`config.mk`:
```
export PLATFORM = sky130hd
export DESIGN_NAME = mult_arbiter
export DESIGN_NICKNAME = d
export VERILOG_FILES = /design/src/rtl/mult_arbiter.sv
export SDC_FILE = /design/constraint.sdc
export NUM_CORES = 1
export LEC_CHECK = 0
export BUFFER_PORTS_ARGS = -buffer_cell sky130_fd_sc_hd__buf_2
export CAP_MARGIN = 20
export CORE_MARGIN = 4
export CORE_UTILIZATION = 49
export CTS_CLUSTER_SIZE = 8
export DETAILED_ROUTE_END_ITERATION = 10
export GPL_TIMING_DRIVEN = 0
export PLACE_DENSITY = 0.84
export SLEW_MARGIN = 20
export SYNTH_ARGS = -nofsm -noshare
export SYNTH_HDL_FRONTEND = slang
export SYNTH_SLANG_ARGS = --single-unit
```
`constraint.sdc`:
```
create_clock -name clk -period 1.75 [get_ports clk]
set_input_delay 0.35 -clock clk [delete_from_list [all_inputs] [get_ports clk]]
set_output_delay 0.35 -clock clk [all_outputs]
set_load 0.05 [all_outputs]
```
`src/rtl/mult_arbiter.sv`:
```
`default_nettype none
// ============================================================================
// Module      : mult_arbiter
// Description : Round-robin arbiter sharing one sequential 4x4 multiplier
//               between two requesters, with a WAIT-state timeout.
// Revision    : 1.0 - initial release
// ============================================================================
module mult_arbiter #(
    parameter int TIMEOUT = 15
) (
    input  logic       clk,
    input  logic       rst,
    input  logic       req0,
    input  logic       req1,
    input  logic [3:0] a0,
    input  logic [3:0] b0,
    input  logic [3:0] a1,
    input  logic [3:0] b1,
    output logic       ack0,
    output logic       ack1,
    output logic       err0,
    output logic       err1,
    output logic [7:0] p0,
    output logic [7:0] p1,
    output logic       busy,
    output logic       mult_start,
    output logic [3:0] mult_a,
    output logic [3:0] mult_b,
    input  logic       mult_done,
    input  logic [7:0] mult_p
);

    localparam logic [1:0] c_IDLE  = 2'd0;
    localparam logic [1:0] c_ISSUE = 2'd1;
    localparam logic [1:0] c_WAIT  = 2'd2;
    localparam logic [1:0] c_RESP  = 2'd3;

    // The timeout fires on the edge where the counter would reach TIMEOUT.
    localparam logic [3:0] c_CNT_LAST = 4'(TIMEOUT - 1);

    logic [1:0] r_state;
    logic       r_last;
    logic       r_g;
    logic [3:0] r_cnt;
    logic       w_grant;

    // On a tie the requester that was not served last wins.
    assign w_grant = (req0 && req1) ? ~r_last : ~req0;

    always_ff @(posedge clk or posedge rst) begin
        if (rst) begin
            r_state    <= c_IDLE;
            r_last     <= 1'b1;
            r_g        <= 1'b0;
            r_cnt      <= 4'd0;
            mult_start <= 1'b0;
            mult_a     <= 4'd0;
            mult_b     <= 4'd0;
            ack0       <= 1'b0;
            ack1       <= 1'b0;
            err0       <= 1'b0;
            err1       <= 1'b0;
            p0         <= 8'd0;
            p1         <= 8'd0;
            busy       <= 1'b0;
        end else begin
            mult_start <= 1'b0;
            ack0       <= 1'b0;
            ack1       <= 1'b0;
            err0       <= 1'b0;
            err1       <= 1'b0;
            case (r_state)
                c_IDLE: begin
                    if (req0 || req1) begin
                        r_state    <= c_ISSUE;
                        r_g        <= w_grant;
                        r_last     <= w_grant;
                        mult_a     <= w_grant ? a1 : a0;
                        mult_b     <= w_grant ? b1 : b0;
                        mult_start <= 1'b1;
                        busy       <= 1'b1;
                    end
                end
                c_ISSUE: begin
                    r_state <= c_WAIT;
                    r_cnt   <= 4'd0;
                end
                c_WAIT: begin
                    r_cnt <= r_cnt + 4'd1;
                    // A completion on the timeout edge takes priority.
                    if (mult_done) begin
                        r_state <= c_RESP;
                        if (r_g) begin
                            p1   <= mult_p;
                            ack1 <= 1'b1;
                        end else begin
                            p0   <= mult_p;
                            ack0 <= 1'b1;
                        end
                    end else if (r_cnt == c_CNT_LAST) begin
                        r_state <= c_RESP;
                        if (r_g) begin
                            p1   <= 8'd0;
                            ack1 <= 1'b1;
                            err1 <= 1'b1;
                        end else begin
                            p0   <= 8'd0;
                            ack0 <= 1'b1;
                            err0 <= 1'b1;
                        end
                    end
                end
                c_RESP: begin
                    r_state <= c_IDLE;
                    busy    <= 1'b0;
                end
                default: begin
                    r_state <= c_IDLE;
                    busy    <= 1'b0;
                end
            endcase
        end
    end

endmodule
`default_nettype wire

```
==> impl_results.md <==
- Status: finished clean
- Pint: 2.387 mW
- Period utilisation layout: between 90% and 100%
- Pin count of the biggest net entering global routing: 39
- Top FF cell, synth: dfrtp_1
- Clock Path Buffers: 2
- Yosys warning total: 0
- Switch Pwr: ~2.2 mW
- Power Density: between 2000 and 2500 nW/um^2
- Leak pwr: 1.060 nW
- Arr. time, crit path: roughly 1900 ps
- H-tree depth: 2
- Rows: 20
- Core area: 3128 um^2
- Combinational Power Share: 52.1%
- # hold bufs at CTS: 0
- Final #Nets: 239
- Netlist cell types: 30
- Die area: between 4000 and 5000 um^2
- Worst-path clk slew: around 110 ps
- Cells on worst reg2reg path: 6
- Clock network fraction of total power: about 16%
- Mapped Area: between 1500 and 2000 um^2
- Worst path slowest cell: dfrtp_1
- Post-synth ARST share: 100.0%
- Slew margin rel.: 49.68%
- Area growth from synthesis to layout: 27.90%
- Crit-path cells: inv_1 -> ha_2 -> nor2b_1 -> buf_2 -> nand2_2 -> a32o_1
- F_max: 0.6055 GHz
- Cts bufs inserted: 5
- Post-Route WL: between 3000 and 4000 um
- DRC Markers: 0
- Top-count cell post-synth: dfrtp_1
- Clk sinks: 38
- Cell area after placement: 1991 um^2
- Vias after detailed routing: between 1k and 1.5k
- Top cell type's share of synthesized area: 56.10%
- Final WS setup: between 90 and 100 ps
- Iteration-0 DRC count of the detailed router: between 100 and 150
- Post-synth EDFFs: 0
- Top cells by count, synth: dfrtp_1, a32o_1, nand3_1
- Fin crit period: 1652 ps
- Crit path max fanout: 9
- Routability cong.: 0.7477
- Routed Antenna Nets: 0
- # Post-CTS Setup Buffers: 0
- Endpoint class of the critical path: flop
- Initial antenna violation count: 0
- Final Cell Area: 2111 um^2
- DR WL/cell: 15.10 um
- Port Buffers: 57
- Synth Instances: between 100 and 150
- CTS tree: built
- Syn_area_per_cell: 11.79 um^2
- Clock Root Buffer: clkbuf_4
- Synthesized flop and latch total: 38
- Ranking of synthesized cells by area: dfrtp_1, a32o_1, ha_1, a31oi_1, nand3_1
- Total track usage: 19.09%
- Switching share of power: 47.63%
- Clk_lat worst skew: 330 ps
- Worst slew pin tran: 753.7 ps
- Final Hold Fails: 0
- DRT Pass-1 Iters: 4
- Number of diodes: 0
- Post-synthesis net count: 175
- Post-Place Cells: 241
- Worst path max stage delay: 420 ps
- MaxCap Viol Count: 0
- Post-route insts no fill: 249
- Hold Path Class: primary input to async pin
- Dpl hpwl: between 2000 and 3000 um
- Vias in the first global route: 1424
- Crit Path Class: flop to flop
- Die Wd: roughly 66 um
- Final cell utilization of the core: 67.48%
- Pre-CTS setup slack: about 45 ps
- Peak VDD IR: 1253 uV
- Total gr overflow: 0
- I/O pins: 59
- Share of cells above drive strength 1: 38.05%
- Worst setup SP type: flop
- CTS-repair resized insts: 0
- Die H: 66.04 um
- Sequential fraction of the synthesis area: 57.70%
- First-pass GRT wire length: 6348 um
- Slew Limit Fails: 0
- Critical Path RT: 1980 ps
- Final count of negative-setup-slack endpoints: 0
- Fillers: 255
- Initial Util: 52.76%
- Final setup TNS: 0 ps
- Avg Vias per Cell: 5.506
- Area leader, netlist: dfrtp_1
- Clock skew: ~8 ps
- Seq pwr share: 32.0%
==> final timing paths <==
path                             from         to  slack, ps
max                        r_state[0]      p0[3]        100
min                               rst      p1[5]        130
max reg2reg                r_state[0]      p0[3]        100
min reg2reg                     p0[6]      p0[6]        500
max in group asynchronous         rst  mult_a[2]       1130
min in group clk            mult_p[6]      p0[6]        270
==> worst max-delay path, delay by kind of cell (launching register included) <==
family	cells	cell delay, ps
buffers and inverters	2	350
and+or+nand+nor	2	300
adders and majority gates	1	250
DFF	1	420
AOI/OAI and AO/OA	1	240
==> stage by stage <==
stage,total power [mW],hold slack [ps]
6_report,4.558,131.6
3_3_place_gp,3.749,468.1
5_1_grt,4.841,174.0
3_5_place_dp,3.847,476.2
4_1_cts,4.575,159.1
2_1_floorplan,3.271,445.2
==> routing by layer <==
| layer | up-vias | track usage (%) | wire length (um) |
|---|---|---|---|
| met2 | 73 | 34.17 | 1851 |
| met4 | 0 | 5.838 | 50 |
| li1 | 648 | - | - |
| met3 | 7 | 5.612 | 361 |
| met5 | - | 0 | 0 |
| met1 | 643 | 21.83 | 1498 |
==> placed cells by master, fill, tap and decap left out, drive strengths merged, types with 2 or more instances in the layout <==
master,netlist,layout
a31oi,10,10
a32o,16,16
buf,5,62
bufinv,0,2
clkbuf,3,8
dfrtp,37,37
ha,6,6
inv,10,10
nand2,3,3
nand2b,2,2
nand3,11,11
nor2,10,10
nor2b,2,2
nor3b,3,3
o21ai,9,9
==> cells by family after synthesis <==
kind of cell	share of synthesized area [%]
and+or+nand+nor	10.54
buffers and inverters	4.852
adders and majority gates	4.549
AOI/OAI and AO/OA	20.85
DFF	57.70
muxes	1.516
==> flip-flops by register name (all words and copies together) (netlist names), 2 cells and up <==
name     count
mult_b       4
r_state      2
p1           8
mult_a       4
p0           8
r_cnt        4
==> cell type report <==
type,count,area [um^2],share of cell area [%]
Inverter,10,37.54,1.778
Sequential cell,38,952.2,45.11
Buffer,8,42.54,2.015
Multi-Input combinational cell,84,631.9,29.93
Timing Repair Buffer,57,285.3,13.52
Clock buffer,5,37.54,1.778
Clock inverter,3,68.82,3.260
Tap cell,44,55.05,2.608
==> power groups by stage <==
| stage | registers [mW] | logic (mW) | clock network, mW |
|---|---|---|---|
| global route | 1.51 | 2.53 | 0.797 |
| global placement | 1.44 | 2.30 | 0 |
| floorplan | 2.47 | 0.806 | 0 |
| finish | 1.46 | 2.37 | 0.727 |
| CTS | 1.46 | 2.37 | 0.746 |
| detailed placement | 1.48 | 2.37 | 0 |
Note: power is estimated with default switching activity, not from simulation.
